### config.mk
export PLATFORM = sky130hd
export DESIGN_NAME = param_wait_check_counter_flat
export DESIGN_NICKNAME = d
export VERILOG_FILES = /design/src/rtl/param_wait_check_counter_pkg.sv /design/src/rtl/param_wait_check_counter_if.sv /design/src/rtl/param_wait_check_counter_rise.sv /design/src/rtl/param_wait_check_counter.sv /design/src/flat_wrapper.sv
export SDC_FILE = /design/constraint.sdc
export NUM_CORES = 1
export LEC_CHECK = 0
export ABC_AREA = 1
export CAP_MARGIN = 20
export CORE_AREA = 2 2 53 91
export CTS_CLUSTER_SIZE = 28
export DETAILED_ROUTE_END_ITERATION = 7
export DIE_AREA = 0 0 55 93
export SLEW_MARGIN = 5
export SYNTH_ARGS = -nofsm -noshare
export SYNTH_HDL_FRONTEND = slang
export SYNTH_HIERARCHICAL = 1
export SYNTH_SLANG_ARGS = --single-unit
### constraint.sdc
create_clock -name clk -period 2.71 [get_ports clk]
set_input_delay 0.542 -clock clk [delete_from_list [all_inputs] [get_ports clk]]
set_output_delay 0.542 -clock clk [all_outputs]
set_load 0.05 [all_outputs]
### src/rtl/param_wait_check_counter_pkg.sv
// Shared types and defaults for the wait/check counter.
// State encoding is fixed: IDLE=0, WAIT=1, CHECK=2, STOP=3.
package param_wait_check_counter_pkg;

    typedef enum logic [1:0] {
        ST_IDLE  = 2'd0,
        ST_WAIT  = 2'd1,
        ST_CHECK = 2'd2,
        ST_STOP  = 2'd3
    } state_t;

    localparam int DEF_TIMER_W    = 5;
    localparam int DEF_COUNT_W    = 5;
    localparam int DEF_MAX_CHECKS = 16;

endpackage

### src/rtl/param_wait_check_counter_if.sv
// Control and status bundle of the wait/check counter.
// The master drives the run controls, the slave reports progress.
interface param_wait_check_counter_if
    import param_wait_check_counter_pkg::*;
#(
    parameter int TIMER_W = DEF_TIMER_W,
    parameter int COUNT_W = DEF_COUNT_W
);
    logic               start;
    logic               abort;
    logic               flag;
    logic [TIMER_W-1:0] wait_timer;
    logic               mode;
    logic               busy;
    logic [COUNT_W-1:0] count;
    logic               done;
    logic               aborted;
    logic [1:0]         state;

    modport master (
        output start, abort, flag, wait_timer, mode,
        input  busy, count, done, aborted, state
    );

    modport slave (
        input  start, abort, flag, wait_timer, mode,
        output busy, count, done, aborted, state
    );
endinterface

### src/rtl/param_wait_check_counter_rise.sv
// Rising-edge detector: one-cycle rise when in goes 0->1.
// The previous sample is registered every cycle.
module rise_edge_det (
    input  logic clk,
    input  logic rst,
    input  logic in,
    output logic rise
);
    logic prev_q;

    // remember last cycle's input level
    always_ff @(posedge clk or posedge rst) begin
        if (rst) prev_q <= 1'b0;
        else     prev_q <= in;
    end

    assign rise = in & ~prev_q;
endmodule

### src/rtl/param_wait_check_counter.sv
// Wait/check run controller: waits wait_timer+1 cycles, samples flag,
// repeats until a hit (one-shot) or MAX_CHECKS checks (multi).
module param_wait_check_counter
    import param_wait_check_counter_pkg::*;
#(
    parameter int TIMER_W    = DEF_TIMER_W,
    parameter int COUNT_W    = DEF_COUNT_W,
    parameter int MAX_CHECKS = DEF_MAX_CHECKS
) (
    input logic                       clk,
    input logic                       rst,
    param_wait_check_counter_if.slave bus
);
    localparam int CHK_W = $clog2(MAX_CHECKS + 1);
    localparam logic [CHK_W-1:0] CHK_LAST = CHK_W'(MAX_CHECKS);

    state_t             state_q, state_n;
    logic [TIMER_W-1:0] timer_q, timer_n;
    logic [COUNT_W-1:0] count_q, count_n;
    logic [CHK_W-1:0]   chk_q, chk_n, chk_inc;
    logic               mode_q, mode_n;
    logic               aborted_q, aborted_n;
    logic               done_q, busy_q;
    logic               start_rise;

    rise_edge_det u_rise (
        .clk  (clk),
        .rst  (rst),
        .in   (bus.start),
        .rise (start_rise)
    );

    assign chk_inc = chk_q + 1'b1;

    // state register
    always_ff @(posedge clk or posedge rst) begin
        if (rst) state_q <= ST_IDLE;
        else     state_q <= state_n;
    end

    // run datapath; done/busy are decoded from the state being entered
    always_ff @(posedge clk or posedge rst) begin
        if (rst) begin
            timer_q   <= '0;
            count_q   <= '0;
            chk_q     <= '0;
            mode_q    <= 1'b0;
            aborted_q <= 1'b0;
            done_q    <= 1'b0;
            busy_q    <= 1'b0;
        end else begin
            timer_q   <= timer_n;
            count_q   <= count_n;
            chk_q     <= chk_n;
            mode_q    <= mode_n;
            aborted_q <= aborted_n;
            done_q    <= (state_n == ST_STOP);
            busy_q    <= (state_n == ST_WAIT) || (state_n == ST_CHECK);
        end
    end

    // next state and next datapath values; abort outranks every CHECK decision
    always_comb begin
        state_n   = state_q;
        timer_n   = timer_q;
        count_n   = count_q;
        chk_n     = chk_q;
        mode_n    = mode_q;
        aborted_n = aborted_q;
        unique case (state_q)
            ST_IDLE: begin
                if (start_rise) begin
                    state_n   = ST_WAIT;
                    timer_n   = bus.wait_timer;
                    mode_n    = bus.mode;
                    count_n   = '0;
                    chk_n     = '0;
                    aborted_n = 1'b0;
                end
            end
            ST_WAIT: begin
                if (bus.abort) begin
                    state_n   = ST_STOP;
                    aborted_n = 1'b1;
                end else if (timer_q == '0) begin
                    state_n = ST_CHECK;
                end else begin
                    timer_n = timer_q - 1'b1;
                end
            end
            ST_CHECK: begin
                if (bus.abort) begin
                    state_n   = ST_STOP;
                    aborted_n = 1'b1;
                end else begin
                    if (bus.flag && (count_q != '1))
                        count_n = count_q + 1'b1;
                    chk_n = chk_inc;
                    if ((!mode_q && bus.flag) || (chk_inc == CHK_LAST)) begin
                        state_n = ST_STOP;
                    end else begin
                        state_n = ST_WAIT;
                        timer_n = bus.wait_timer;
                    end
                end
            end
            ST_STOP: begin
                state_n = ST_IDLE;
            end
        endcase
    end

    assign bus.state   = state_q;
    assign bus.busy    = busy_q;
    assign bus.count   = count_q;
    assign bus.done    = done_q;
    assign bus.aborted = aborted_q;
endmodule

### src/flat_wrapper.sv
// flat-port wrapper written by rule: the top's interface ports become plain ports
module param_wait_check_counter_flat import param_wait_check_counter_pkg::*;
#(
    parameter int TIMER_W    = DEF_TIMER_W,
    parameter int COUNT_W    = DEF_COUNT_W,
    parameter int MAX_CHECKS = DEF_MAX_CHECKS
)
  (clk, rst, bus_start, bus_abort, bus_flag, bus_wait_timer, bus_mode, bus_busy, bus_count, bus_done, bus_aborted, bus_state);
  param_wait_check_counter_if #(.TIMER_W(TIMER_W), .COUNT_W(COUNT_W)) bus_i ();
  input logic clk;
  input logic rst;
  input wire logic [$bits(bus_i.start)-1:0] bus_start;
  input wire logic [$bits(bus_i.abort)-1:0] bus_abort;
  input wire logic [$bits(bus_i.flag)-1:0] bus_flag;
  input wire logic [$bits(bus_i.wait_timer)-1:0] bus_wait_timer;
  input wire logic [$bits(bus_i.mode)-1:0] bus_mode;
  output wire logic [$bits(bus_i.busy)-1:0] bus_busy;
  output wire logic [$bits(bus_i.count)-1:0] bus_count;
  output wire logic [$bits(bus_i.done)-1:0] bus_done;
  output wire logic [$bits(bus_i.aborted)-1:0] bus_aborted;
  output wire logic [$bits(bus_i.state)-1:0] bus_state;
  assign bus_i.start = bus_start;
  assign bus_i.abort = bus_abort;
  assign bus_i.flag = bus_flag;
  assign bus_i.wait_timer = bus_wait_timer;
  assign bus_i.mode = bus_mode;
  assign bus_busy = bus_i.busy;
  assign bus_count = bus_i.count;
  assign bus_done = bus_i.done;
  assign bus_aborted = bus_i.aborted;
  assign bus_state = bus_i.state;
  param_wait_check_counter #(.TIMER_W(TIMER_W), .COUNT_W(COUNT_W), .MAX_CHECKS(MAX_CHECKS)) u_core (.clk(clk), .rst(rst), .bus(bus_i));
endmodule
==> qor.csv, run 1 <==
stage;metric;value;unit
setup_path;cp-end-kind;output pin;
power_and_ir_drop;pwr_density_cell;1100;nW/um^2
clock_tree;numCtsBuffers;3;
grt;grt_usage;0.127;
synth;syn_nets;177;
synth;synth_seq_area_share;0.435;
clock_tree;cts_tree;done;
timing;rsz0062_at_grt;false;
synth;synth_cell_type_count;24;
setup_path;critPathArrivalTime;1560;ps
synth;synth_top_family_by_area;simple AND/OR/NAND/NOR gates;
routing;wl_per_cell;11.7;um
power_and_ir_drop;clock_power_share;0.132;
placement;hpwl;2210;um
cells_and_area;final_common_cell;nand2_1;
placement;gp_congestion;0.787;
timing;fin_crit_sh;0.774;
placement;io_buffers;20;
cells_and_area;fin_area;1590;sq um
routing;drc;0;
synth;synthMuxAreaShare;0.00889;
timing;fin_worst_skew;7.17;ps
routing;wirelength;2730;um
synth;ys_ff_latch;22;
setup_path;crit_path_start_kind;flip-flop;
timing;tns;0;ps
cells_and_area;layout-area-overhead-vs-synth;25.8;%
grt;grt-ovfl-total;0;
timing;worst_slew_pin_slew;501;ps
grt;grt_pass1_vias;1102;
job;maxCapViolations;0;
power_and_ir_drop;pwr-share-comb;0.562;
setup_path;slowest_stage;clkdlybuf4s50_1;
synth;synth_xor_area_frac;0.0208;
timing;finalHoldWorstSlack;445;ps
clock_tree;numClockSinks;22;
synth;synth_compound_area_frac;0.0978;
setup_path;slowest_delay;850;ps
grt;grt_pass1_wl;4810;um
routing;drt_first_pass_iters;4;
clock_tree;clk_pin_slew_worst_paths;80;ps
timing;hold_viol_final;0;
power_and_ir_drop;power_frac_seq;0.307;
cells_and_area;drive_gt1_frac;0.0939;
clock_tree;clk_latency;260;ps
routing;vias;1068;
grt;antenna_found_initial;0;
routing;vias_per_cell;4.60;
setup_path;cp_num_buf_inv;1;
min_path;hp-class;in -> async;
power_and_ir_drop;p_int;0.000913;W
setup_path;worstPathRequired;2170;ps
timing;period_needed;2100;ps
clock_tree;root_buffer;clkbuf_8;
setup_path;critPathMaxFanout;6;
floorplan;die_area;5120;sq um
cells_and_area;most-common-layout-cells;nand2_1, inv_1, dfrtp_1, clkdlybuf4s50_1, nand3_1;
timing;setup_violations;0;
floorplan;core.rowCount;32;
cells_and_area;nets;203;
clock_tree;cts_resized;0;
routing;drt_iter0_drc;22;
placement;placed_area;1540;sq um
run_status;status;finished, final reports clean;
clock_tree;cts_setup_buffers;0;
power_and_ir_drop;p_sw_frac;0.478;
routing;ant_nets;0;
clock_tree;ctsHoldBuffers;0;
clock_tree;cts_max_level;1;
setup_path;crit_chain;clkdlybuf4s50_1;
synth;synthSimpleGateAreaFrac;0.265;
synth;postSynthCellCount;156;
clock_tree;clk_path_buf_depth;2;
setup_path;crit_type;reg -> out;
floorplan;die_h;93;um
power_and_ir_drop;p_sw;0.000837;W
timing;drv_slew;0;
floorplan;ioPinCount;21;
floorplan;start_util;0.287;
synth;synth_fa_ha_area_frac;0.0988;
synth;ys_warn_count;6;
floorplan;die_w;55;um
floorplan;core-area;4400;sq um
synth;synth_area;1270;sq um
cells_and_area;antenna_cells;0;
timing;fmax;0.477;GHz
power_and_ir_drop;p_leak;0.787;nW
power_and_ir_drop;ir_drop;0.000589;V
timing;relSlewSlack;0.665;
synth;avgSynthCellArea;8.12;sq um
setup_path;critical-path-top-delay-family;buffers and inverters;
grt;grt_max_degree;22;
layout make-up:
type | instances | area (sq um)
inverter | 25 | 93.8
tap | 51 | 63.8
multi-input combinational | 109 | 622
clock buffer | 4 | 55.1
sequential | 22 | 551
fill | 473 | 2810
timing repair buffer | 21 | 208
layer usage:
metal / GRT usage / up-vias / part of all wire / wire [um]
li1: - / 551 / - / -
met1: 0.133 / 494 / 0.38 / 1020
met2: 0.246 / 21 / 0.59 / 1620
met3: 0.0144 / 2 / 0.025 / 69
met4: 0.0366 / 0 / 0.0062 / 17
met5: 0 / - / 0 / 0
cells in the mapped netlist (all sizes together):
cell type,instances,area share
nand4,2,0.0099
o21ai,11,0.043
o22ai,1,0.0049
a32o,2,0.016
nand2,47,0.15
inv,25,0.074
o31ai,2,0.012
xor2,2,0.014
mux2,1,0.0089
o41ai,1,0.0069
or2,1,0.0049
xnor2,1,0.0069
a21oi,2,0.0079
ha,10,0.099
nor3,1,0.0039
nor2,10,0.040
nand3,14,0.055
a22o,1,0.0069
dfrtp,22,0.43
through the flow:
step / total power [W] / std cells / worst slack [ps] / util
CTS: 0.00177 / 232 / 595 / 0.362
finish: 0.00175 / 232 / 612 / 0.362
floorplan: 0.00125 / 156 / 787 / -
global route: 0.00192 / 232 / 561 / 0.362
detailed placement: 0.00154 / 228 / 552 / 0.349
global placement: 0.00153 / 228 / 555 / 0.349
state kept, by name, indices dropped and copies added, names as in the netlist:
name                  flops
u_core/bus.count          5
u_core/mode_q             1
u_core/u_rise/prev_q      1
u_core/bus.aborted        1
u_core/chk_q              5
u_core/bus.done           1
u_core/bus.busy           1
u_core/timer_q            5
u_core/bus.state          2
kinds of logic after synthesis:
group                    count (synthesis)
AND/OR/NAND/NOR                         75
adder cells (fa/ha/maj)                 10
flip-flops                              22
AO/OA/AOI/OAI                           20
multiplexers                             1
buffers and inverters                   25
XOR/XNOR                                 3
path summary, 6_finish.rpt:
path                                                        to                     startpoint  cells after the start  slack, ps
max in group asynchronous        u_core/timer_q[0]$_DFFE_PP0P_                            rst                      3       1840
worst max register to register       u_core/bus.busy$_DFF_PP0_  u_core/bus.state[0]$_DFF_PP0_                      7        910
min in group clk                 u_core/timer_q[1]$_DFFE_PP0P_  u_core/timer_q[1]$_DFFE_PP0P_                      2        480
worst min-delay path            u_core/u_rise/prev_q$_DFF_PP0_                            rst                      2        450
worst max-delay path                              bus_state[1]  u_core/bus.state[1]$_DFF_PP0_                      1        610
worst min register to register   u_core/timer_q[1]$_DFFE_PP0P_  u_core/timer_q[1]$_DFFE_PP0P_                      2        480
power groups by stage:
| stage | sequential (W) | combinational [W] | clock [W] |
|---|---|---|---|
| 3_3_place_gp | 0.000545 | 0.000984 | 0 |
| 2_1_floorplan | 0.000678 | 0.000571 | 0 |
| 5_1_grt | 0.000554 | 0.00111 | 0.000258 |
| 3_5_place_dp | 0.000544 | 0.000991 | 0 |
| 4_1_cts | 0.000539 | 0.000993 | 0.000241 |
| 6_report | 0.000536 | 0.000982 | 0.000231 |
No activity file was read; power rests on OpenSTA's default activity.
==> run 2, diff against run 1 <==
==> constraint.sdc (replaced) <==
create_clock -name clk -period 1.9 [get_ports clk]
set_input_delay 0.38 -clock clk [delete_from_list [all_inputs] [get_ports clk]]
set_output_delay 0.38 -clock clk [all_outputs]
set_load 0.05 [all_outputs]
==> run 2 against run 1 <==
Compared with the run above:
- utilization is 1.7 points higher
- largest cell class unchanged
- worst setup slack got worse by 530 ps
- clock skew is 5.4 ps lower
- sequential power is 43% higher
- first-iteration DRC count fell by 41%
- die area unchanged
- combinational power grew 55%
- clock power up 87%
- design area rose by 4.7%
- count of clock-buffer cells in the layout shrank 1
- non-clock buffer count is 10 higher
- hold slack worse by 170 ps
==> qor.csv, run 2 (synthesis results as in run 1) <==
stage;metric;value;unit
grt;grt_util_met1;0.135;
clock_tree;clk_latency;260;ps
clock_tree;cts_tree;done;
clock_tree;clk_pin_slew_worst_paths;80;ps
cells_and_area;antenna_cells;0;
routing;drt_iter0_drc;13;
timing;fin_crit_sh;0.958;
setup_path;crit_type;reg -> reg;
grt;use_met2;0.245;
floorplan;die_area;5120;sq um
run_status;status;finished, final reports clean;
timing;hold_viol_final;0;
clock_tree;numClockSinks;22;
timing;fin_worst_skew;1.75;ps
setup_path;critPathArrivalTime;1970;ps
cells_and_area;final_common_cell;nand2_1;
grt;grt_pass1_vias;1188;
grt;grt_max_degree;22;
timing;worst_slew_pin_slew;522;ps
clock_tree;cts_max_level;1;
cells_and_area;drive_gt1_frac;0.183;
grt;grt_pass1_wl;5000;um
routing;ant_nets;0;
setup_path;slowest_delay;480;ps
power_and_ir_drop;pwr_density_cell;1630;nW/um^2
timing;period_needed;1820;ps
cells_and_area;most-common-layout-cells;nand2_1, inv_1, dfrtp_1, buf_4, nand3_1;
setup_path;cp-end-kind;flip-flop;
floorplan;die_w;55;um
routing;vias_per_cell;4.66;
setup_path;worstPathRequired;2050;ps
routing;vias;1127;
power_and_ir_drop;p_leak;0.851;nW
timing;setup_violations;0;
clock_tree;root_buffer;clkbuf_8;
timing;fin_ws;79.7;ps
placement;hpwl;2340;um
grt;busiest_layer;met2;
cells_and_area;utilization;0.379;
routing;drt_first_pass_iters;4;
timing;fmax;0.549;GHz
setup_path;critPathMaxFanout;6;
clock_tree;ctsHoldBuffers;0;
placement;gp_congestion;0.890;
clock_tree;cts_setup_buffers;0;
floorplan;start_util;0.287;
timing;relSlewSlack;0.649;
grt;grt_usage;0.133;
cells_and_area;layout-area-overhead-vs-synth;31.7;%
floorplan;ioPinCount;21;
setup_path;cpMostUsedCell;ha_1;
grt;antenna_found_initial;0;
power_and_ir_drop;fin_total_pwr;0.00271;W
min_path;hp-class;in -> async;
timing;rsz0062_at_grt;false;
setup_path;crit_chain;inv_1 -> ha_1 -> inv_2 -> o31ai_1 -> ha_1;
power_and_ir_drop;ir_drop;0.000892;V
floorplan;core.rowCount;32;
floorplan;die_h;93;um
floorplan;core-area;4400;sq um
clock_tree;numCtsBuffers;3;
job;maxCapViolations;0;
setup_path;crit_path_start_kind;flip-flop;
clock_tree;clk_path_buf_depth;2;
setup_path;slowest_stage;o31ai_1;
timing;drv_slew;0;
routing;wirelength;2800;um
routing;drc;0;
cells_and_area;nets;213;
routing;wl_per_cell;11.5;um
placement;io_buffers;20;
grt;grtUsageMet3;0.0144;
clock_tree;cts_resized;0;
grt;grt-ovfl-total;0;
placement;preCtsSetupSlack;-26.2;ps
run 2: routing by layer:
| metal | vias up | part of all wire |
|---|---|---|
| met5 | - | 0 |
| met4 | 0 | 0.036 |
| met3 | 8 | 0.031 |
| met2 | 22 | 0.57 |
| met1 | 524 | 0.36 |
| li1 | 573 | - |
run 2: power by group:
part / switching, W / leakage [nW] / internal [W]
registers: 0.000136 / 0.280 / 0.000628
logic: 0.000951 / 0.535 / 0.000568
clock network: 0.000151 / 0.0357 / 0.000281
total: 0.00124 / 0.851 / 0.00148
run 2: final timing paths:
kind	end	depth (start not counted)	from	slack (ps)
max in group asynchronous	u_core/bus.count[0]$_DFFE_PP0P_	3	rst	1190
worst max register to register	u_core/bus.busy$_DFF_PP0_	5	u_core/bus.state[1]$_DFF_PP0_	80
min in group clk	u_core/timer_q[1]$_DFFE_PP0P_	2	u_core/timer_q[1]$_DFFE_PP0P_	490
worst min-delay path	u_core/u_rise/prev_q$_DFF_PP0_	2	rst	280
worst min register to register	u_core/timer_q[1]$_DFFE_PP0P_	2	u_core/timer_q[1]$_DFFE_PP0P_	490
worst max-delay path	u_core/bus.busy$_DFF_PP0_	5	u_core/bus.state[1]$_DFF_PP0_	80
run 2: layout make-up:
class / count / area (sq um)
Inverter: 25 / 93.8
Tap cell: 51 / 63.8
Fill cell: 457 / 2740
Sequential cell: 22 / 552
Timing Repair Buffer: 31 / 265
Clock buffer: 3 / 41.3
Multi-Input combinational cell: 109 / 622
Clock inverter: 1 / 30.0
run 2: critical path, delay by kind of cell, from the launching register on:
kind | cells | cell delay, ps
flip-flops | 1 | 440
buffers and inverters | 2 | 170
adder cells (fa/ha/maj) | 2 | 620
AO/OA/AOI/OAI | 1 | 480
run 2: per-stage QoR:
step / TNS (ps) / instances / hold WS, ps / cell area, sq um
2_1_floorplan: 0 / 156 / 109 / 1270
3_3_place_gp: 0 / 238 / 465 / 1600
3_5_place_dp: -116 / 238 / 471 / 1600
4_1_cts: 0 / 242 / 278 / 1670
5_1_grt: 0 / 242 / 284 / 1670
6_report: 0 / 242 / 279 / 1670
